**config.mk**
```make
export PLATFORM = sky130hd
export DESIGN_NAME = obstacle_scroller_flat
export DESIGN_NICKNAME = d
export VERILOG_FILES = /design/src/rtl/obstacle_scroller_if.sv /design/src/rtl/obstacle_scroller.sv /design/src/flat_wrapper.sv
export SDC_FILE = /design/constraint.sdc
export NUM_CORES = 1
export LEC_CHECK = 0
export BUFFER_PORTS_ARGS = -buffer_cell sky130_fd_sc_hd__buf_4
export CORE_ASPECT_RATIO = 1.5
export CORE_MARGIN = 4
export CORE_UTILIZATION = 38
export DETAILED_ROUTE_END_ITERATION = 10
export PLACE_DENSITY = 0.65
export SYNTH_ARGS = -nofsm -noshare
export SYNTH_HDL_FRONTEND = slang
export SYNTH_SLANG_ARGS = --single-unit
```
**constraint.sdc**
```tcl
create_clock -name clk -period 2.45 [get_ports clk]
set_clock_uncertainty 0.2 [all_clocks]
set_input_delay 0.245 -clock clk [delete_from_list [all_inputs] [get_ports clk]]
set_output_delay 0.245 -clock clk [all_outputs]
set_load 0.02 [all_outputs]
```
**src/rtl/obstacle_scroller_if.sv**
```systemverilog
// Signal bundle between the obstacle scroller and its environment.
// The master side drives video timing, control and pitch samples. The slave side returns the obstacle state.
interface obstacle_scroller_if;
  logic [10:0] hcount_in;
  logic [9:0]  vcount_in;
  logic        start_in;
  logic        pause_in;
  logic        freq_valid_in;
  logic [15:0] freq_in;
  logic [7:0]  note_in;
  logic [12:0] x_out;
  logic [15:0] freq_out;
  logic [7:0]  note_out;
  logic        active_out;
  logic        pass_pulse_out;
  logic [7:0]  score_out;

  modport master (
    output hcount_in, vcount_in, start_in, pause_in, freq_valid_in, freq_in, note_in,
    input  x_out, freq_out, note_out, active_out, pass_pulse_out, score_out
  );

  modport slave (
    input  hcount_in, vcount_in, start_in, pause_in, freq_valid_in, freq_in, note_in,
    output x_out, freq_out, note_out, active_out, pass_pulse_out, score_out
  );
endinterface

```
**src/rtl/obstacle_scroller.sv**
```systemverilog
// Scrolls one pillar obstacle left once per frame and respawns it at the right edge.
// The gap frequency and note are latched only at start or respawn, and passed obstacles are counted.
module obstacle_scroller #(
  parameter int unsigned SCREEN_WIDTH = 1280,
  parameter int unsigned SPEED        = 4,
  parameter int unsigned TICK_LINE    = 721,
  parameter int unsigned FREQ_MAX     = 2047
) (
  input logic               clk,
  input logic               rst,
  obstacle_scroller_if.slave bus
);

  localparam logic [12:0] X_SPAWN = 13'(SCREEN_WIDTH);
  localparam logic [12:0] X_STEP  = 13'(SPEED);
  localparam logic [9:0]  V_TICK  = 10'(TICK_LINE);
  localparam logic [15:0] F_MAX   = 16'(FREQ_MAX);

  typedef enum logic [1:0] {
    IDLE   = 2'd0,
    RUN    = 2'd1,
    PAUSED = 2'd2
  } state_t;

  state_t      state;
  logic [12:0] x_q;
  logic [15:0] freq_q;
  logic [7:0]  note_q;
  logic [15:0] pend_freq;
  logic [7:0]  pend_note;
  logic        active_q;
  logic        pass_q;
  logic [7:0]  score_q;

  logic        tick;
  logic [15:0] freq_clamped;
  logic [15:0] load_f;
  logic [7:0]  load_n;

  // A sample arriving on the load cycle bypasses the pending register.
  always_comb begin
    tick         = (bus.hcount_in == '0) && (bus.vcount_in == V_TICK);
    freq_clamped = (bus.freq_in > F_MAX) ? F_MAX : bus.freq_in;
    load_f       = bus.freq_valid_in ? freq_clamped : pend_freq;
    load_n       = bus.freq_valid_in ? bus.note_in : pend_note;
  end

  always_ff @(posedge clk) begin
    if (rst) begin
      state     <= IDLE;
      x_q       <= X_SPAWN;
      freq_q    <= '0;
      note_q    <= '0;
      pend_freq <= '0;
      pend_note <= '0;
      active_q  <= 1'b0;
      pass_q    <= 1'b0;
      score_q   <= '0;
    end else begin
      pass_q <= 1'b0;
      if (bus.freq_valid_in) begin
        pend_freq <= freq_clamped;
        pend_note <= bus.note_in;
      end
      case (state)
        IDLE: begin
          x_q <= X_SPAWN;
          if (bus.start_in) begin
            state    <= RUN;
            active_q <= 1'b1;
            freq_q   <= load_f;
            note_q   <= load_n;
            score_q  <= '0;
          end
        end
        RUN: begin
          // Pause has priority, so a tick arriving with pause_in high does not move the obstacle.
          if (bus.pause_in) begin
            state <= PAUSED;
          end else if (tick) begin
            if (x_q >= X_STEP) begin
              x_q <= x_q - X_STEP;
            end else begin
              x_q    <= X_SPAWN;
              freq_q <= load_f;
              note_q <= load_n;
              pass_q <= 1'b1;
              if (score_q != '1) score_q <= score_q + 8'd1;
            end
          end
        end
        PAUSED: begin
          if (!bus.pause_in) state <= RUN;
        end
        default: begin
          state    <= IDLE;
          active_q <= 1'b0;
          x_q      <= X_SPAWN;
        end
      endcase
    end
  end

  assign bus.x_out          = x_q;
  assign bus.freq_out       = freq_q;
  assign bus.note_out       = note_q;
  assign bus.active_out     = active_q;
  assign bus.pass_pulse_out = pass_q;
  assign bus.score_out      = score_q;

endmodule

```
**src/flat_wrapper.sv**
```systemverilog
// flat-port wrapper written by rule: the top's interface ports become plain ports
module obstacle_scroller_flat 
#(
  parameter int unsigned SCREEN_WIDTH = 1280,
  parameter int unsigned SPEED        = 4,
  parameter int unsigned TICK_LINE    = 721,
  parameter int unsigned FREQ_MAX     = 2047
)
  (clk, rst, bus_hcount_in, bus_vcount_in, bus_start_in, bus_pause_in, bus_freq_valid_in, bus_freq_in, bus_note_in, bus_x_out, bus_freq_out, bus_note_out, bus_active_out, bus_pass_pulse_out, bus_score_out);
  obstacle_scroller_if bus_i ();
  input logic clk;
  input logic rst;
  input wire logic [$bits(bus_i.hcount_in)-1:0] bus_hcount_in;
  input wire logic [$bits(bus_i.vcount_in)-1:0] bus_vcount_in;
  input wire logic [$bits(bus_i.start_in)-1:0] bus_start_in;
  input wire logic [$bits(bus_i.pause_in)-1:0] bus_pause_in;
  input wire logic [$bits(bus_i.freq_valid_in)-1:0] bus_freq_valid_in;
  input wire logic [$bits(bus_i.freq_in)-1:0] bus_freq_in;
  input wire logic [$bits(bus_i.note_in)-1:0] bus_note_in;
  output wire logic [$bits(bus_i.x_out)-1:0] bus_x_out;
  output wire logic [$bits(bus_i.freq_out)-1:0] bus_freq_out;
  output wire logic [$bits(bus_i.note_out)-1:0] bus_note_out;
  output wire logic [$bits(bus_i.active_out)-1:0] bus_active_out;
  output wire logic [$bits(bus_i.pass_pulse_out)-1:0] bus_pass_pulse_out;
  output wire logic [$bits(bus_i.score_out)-1:0] bus_score_out;
  assign bus_i.hcount_in = bus_hcount_in;
  assign bus_i.vcount_in = bus_vcount_in;
  assign bus_i.start_in = bus_start_in;
  assign bus_i.pause_in = bus_pause_in;
  assign bus_i.freq_valid_in = bus_freq_valid_in;
  assign bus_i.freq_in = bus_freq_in;
  assign bus_i.note_in = bus_note_in;
  assign bus_x_out = bus_i.x_out;
  assign bus_freq_out = bus_i.freq_out;
  assign bus_note_out = bus_i.note_out;
  assign bus_active_out = bus_i.active_out;
  assign bus_pass_pulse_out = bus_i.pass_pulse_out;
  assign bus_score_out = bus_i.score_out;
  obstacle_scroller #(.SCREEN_WIDTH(SCREEN_WIDTH), .SPEED(SPEED), .TICK_LINE(TICK_LINE), .FREQ_MAX(FREQ_MAX)) u_core (.clk(clk), .rst(rst), .bus(bus_i));
endmodule
```
# Word level (Yosys, flattened, before mapping)
# Index checks and enable logic that the tools add are counted.
# word_totals
reg_bits,73
inputBits,50
# op_classes
add_sub_neg,2
magnitude_cmp,2
eq_ne,11
muxes,30
bitwise_logic,4
reduce_logical,11
# ops
operator,count
16-bit 2-to-1 mux,6
8-bit 2-to-1 mux,10
13-bit 2-to-1 mux,3
16-bit case mux with 2 select lines,1
8-bit case mux with 2 select lines,2
13-bit case mux with 2 select lines,1
"16-bit by 11-bit > comparator with 1-bit output, second input constant",1
"13-bit by 3-bit greater-or-equal comparator with 1-bit output, second input constant",1
"13-bit by 3-bit subtractor with 13-bit output, second input constant",1
11-bit zero test,1
"10-bit equality test, second input constant",1
"2-bit != test, second input constant",5
"8-bit by 1-bit adder with 8-bit output, second input constant",1
"8-bit != test, second input constant",1
2-bit 2-to-1 mux,3
2-bit case mux with 3 select lines,1
3-bit AND reduction,2
6-bit AND reduction,1
5-bit AND reduction,1
"2-bit by 1-bit != test with 1-bit output, second input constant",2
1-bit NOT,4
4-bit OR reduction,1
"2-bit by 1-bit equality test with 1-bit output, second input constant",1
"2-bit equality test, second input constant",1
7 further kinds,8

# Longest topological paths before layout
# logic_depth
depth_word,7
depth_mapped,10

# Worst setup path after synthesis
# OpenSTA, ideal clock, no wires.
# synth_path
path_kind,reg2reg
startpoint,register u_core.state[1]
endpoint,register u_core.score_q[7] (netlist: u_core.bus.score_out[7])
t_arrival_ns,2.066
t_required_ns,2.180
setup_slack_ns,0.114
path_stages_with_launch,9
path_buffers,0
period_less_slack_ns,2.336
cell_sequence,dfxtp_1 inv_1 ha_1 or2b_1 a311oi_1 nor4b_4 o21bai_2 or4_1 a21oi_1
# synth_between
elab_chain_len,3
word_cells_on_any_way,10
classes_between,eq/ne (6); mux (1); reduce/logical (3)
# synth_rtl
item,line_no,rtl
from (decl),obstacle_scroller.sv:25,state_t state;
from (signal assigned),obstacle_scroller.sv:50,state <= IDLE;
from (signal assigned),obstacle_scroller.sv:69,state <= RUN;
from (signal assigned),obstacle_scroller.sv:79,state <= PAUSED;
2-bit by 1-bit equality test with 1-bit output / 2-bit zero test (equally long branches),obstacle_scroller.sv:65,case (state)
2-bit by 1-bit != test with 1-bit output (no line) (tied with other cells),--,
6-bit AND reduction (no line),--,
to (signal assigned),obstacle_scroller.sv:88,if (score_q != '1) score_q <= score_q + 8'd1;
to (decl),obstacle_scroller.sv:33,logic [7:0] score_q;
# Several ways; a longest one is shown, not always the timed one.
# A chain may end at the register's enable or synchronous reset.

# Worst setup path in the final report
# layout_path
startpoint,register u_core.x_q[6] (netlist: u_core.bus.x_out[6])
endpoint,register u_core.score_q[5] (netlist: u_core.bus.score_out[5])
# layout_between
elab_chain_len,3
# layout_rtl
item,line_no,rtl
from (decl),obstacle_scroller.sv:26,logic [12:0] x_q;
from (signal assigned),obstacle_scroller.sv:82,x_q <= x_q - X_STEP;
13-bit by 3-bit greater-or-equal comparator with 1-bit output,obstacle_scroller.sv:81,if (x_q >= X_STEP) begin
2-bit != test (no line),--,
6-bit AND reduction (no line),--,
# No other way between the ends.

==> results.toml <==
[setup_path]
critPathRequiredTime_ps = 2510
critPathMaxFanout = 6
end_kind = "flip-flop"
startpoint_type = "flip-flop"
critPathKind = "reg -> reg"
r2r_slack_ps = 3
crit_arrival_ps = 2500

[routing]
viasPerCell = 4.969
first_iter_violations = 133
drc_errors = 0
wirelength_mm = 8.013
via_count = 2852
ant_nets = 0
first_pass_iters = 4
wire_per_inst_um = 13.96

[cells_and_area]
final_cells = 574
drive_gt1_share_pct = 35.81
layout_common_cells = "buf_4 (128), dfxtp_1 (69), nor2_1 (45)"
final_area_um2 = 4523
fin_nets = 523
regArea_um2 = 1424
area_growth_pct = 52.34
num_antenna_cells = 0
fill_cells = 694
layout_commonest_cell = "buf_4"
multi_input_area_um2 = 1484

[clock_tree]
htreeDepth = 3
cts_buffer_depth = 2
clk_latency_ps = 320
cts_tree = "yes"
root_buffer = "clkbuf_16"
clkSlewWorstSetupHoldPaths_ps = 60
clock-sinks = 71
numCtsBuffers = 9

[min_path]
worstHoldPathType = "in -> reg"

[sta]
worstMarginPinSlew_ps = 621.3
period_share_pct = 99.87
hold_viol_final = 0
slew_viol_final = 0
rsz0062_at_grt = "true"
max-slew-margin-rel_pct = 58.54
setup_ws_ps = 3.218
finalSetupViolCount = 0
fin_crit_ps = 2447
fmax_mhz = 408.7
finalSetupTns_ps = 0

[global_route]
grt_pass1_vias = 2857
grt_max_degree = 59
overflow = 0
grt_pass1_wl_mm = 12.95
grt_util_all_layers_pct = 17.46
antenna_found_initial = 0

[pwr]
vdd.ir_drop.worst_uv = 481.2
powerDensity_nw_per_um2 = 804.4
p_leak_nw = 1.924
total_power_mw = 3.638

[synthesis]
yosysWarnings = 0
seq_area_frac_synth_pct = 47.87
synth_enable_flop_cells = 0
synth_cells = 324
ys_async_sr_fraction_pct = 0
yosysTopAreaCell = "dfxtp_1"
synth_area_um2 = 2969
synthTopCellsByArea = "dfxtp_1 (48%), nor2_1 (5.8%), a21oi_1 (4.7%), nand2_1 (3.5%), mux2i_1 (2.7%)"
synth_top_area_share_pct = 47.87
syn_avg_cell_area_um2 = 9.164
synth-seq-cells = 71
synth_ff_type = "dfxtp_1"
synth.distinct_cells = 48

[floorplanning]
core_um2 = 7612
die_y_um = 116.3
io_pins = 97
rows = 39
dieArea_um2 = 9321
die_x_um = 80.18
start_util_pct = 39.00

[placement]
port_buffers = 94
postPlaceCellArea_um2 = 3973
pre_cts_ws_ps = -94.38
gp_congestion = 0.7485
place_inst = 535
hpwl_mm = 5.596

[run]
drv_cap = 0

[run_status]
status = "complete, no violations"
## layout make-up
class,count,area share (%)
repair buffers,149,26.11
clock inverters,6,0.9959
multi-input cells,230,32.81
well taps,102,2.822
clock buffers,10,5.284
flip-flops and latches,71,31.48
inverters,6,0.4979
## critical path, stage by stage (launching register included)
cell	delay, ps
dfxtp_1	330
buf_4	140
or3_4	360
nand4b_4	190
nor4b_4	260
buf_4	190
o21bai_4	80
or4_4	490
a21oi_2	140
## final timing paths
path | from | endpoint | depth (start not counted)
worst max-delay path | u_core.bus.x_out[6] | u_core.bus.score_out[5] | 8
worst min-delay path | bus_start_in | u_core.bus.active_out | 3
worst max register to register | u_core.bus.x_out[6] | u_core.bus.score_out[5] | 8
worst min register to register | u_core.bus.freq_out[10] | u_core.bus.freq_out[10] | 2
## logic make-up after synthesis
family                   count (synthesis)  share of synthesized area [%]
AO/OA/AOI/OAI                           65                          13.86
XOR/XNOR                                 7                          2.065
adder cells (fa/ha/maj)                  6                          2.528
buffers and inverters                   25                          3.919
flip-flops                              71                          47.87
multiplexers                             8                          2.697
other                                    1                         0.1263
AND/OR/NAND/NOR                        141                          26.93
## cell usage after synthesis, drive strengths merged (7+ instances only)
cell type / number
buf: 10
dfxtp: 71
nor2: 46
o31ai: 7
nand2b: 11
nand3: 7
o22ai: 12
nand3b: 7
clkbuf: 9
nand2: 28
a21oi: 28
a211oi: 10
mux2i: 8
or4: 8
## sequential cells by signal (all words and copies together), names as in the netlist
name / flops
u_core.bus.freq_out: 16
u_core.pend_freq: 16
u_core.bus.x_out: 11
u_core.bus.note_out: 8
u_core.bus.score_out: 8
u_core.pend_note: 8
u_core.state: 2
u_core.bus.active_out: 1
u_core.bus.pass_pulse_out: 1
## stage by stage
stage	hold slack (ps)	util (%)
floorplan	198.8	-
global placement	244.2	52.19
detailed placement	248.8	52.19
CTS	26.08	58.74
global route	66.56	59.42
finish	25.94	59.42
## power breakdown
| group | internal (mW) | switching (mW) | total, mW | leakage, nW |
|---|---|---|---|---|
| combinational | 0.540 | 0.566 | 1.11 | 1.21 |
| sequential | 1.27 | 0.0674 | 1.34 | 0.583 |
| clock | 0.715 | 0.479 | 1.19 | 0.131 |
| total | 2.53 | 1.11 | 3.64 | 1.92 |
## repair_timing
item / CTS / global route
setup endpoints to repair: 10 / 26
resized for setup: 3 / 9
setup buffers: 0 / 2
pin swaps: 3 / 1
cloned: 0 / 1
hold buffers: 20 / 0
hold endpoints to repair: 20 / 0
## routing by layer
layer	track usage (%)	vias up	routed length, um
met4	6.088	0	167
met1	17.51	1324	3021
met5	0	-	0
met2	33.85	81	4363
li1	-	1432	-
met3	4.707	15	461
No activity file was read; power rests on OpenSTA's default activity.
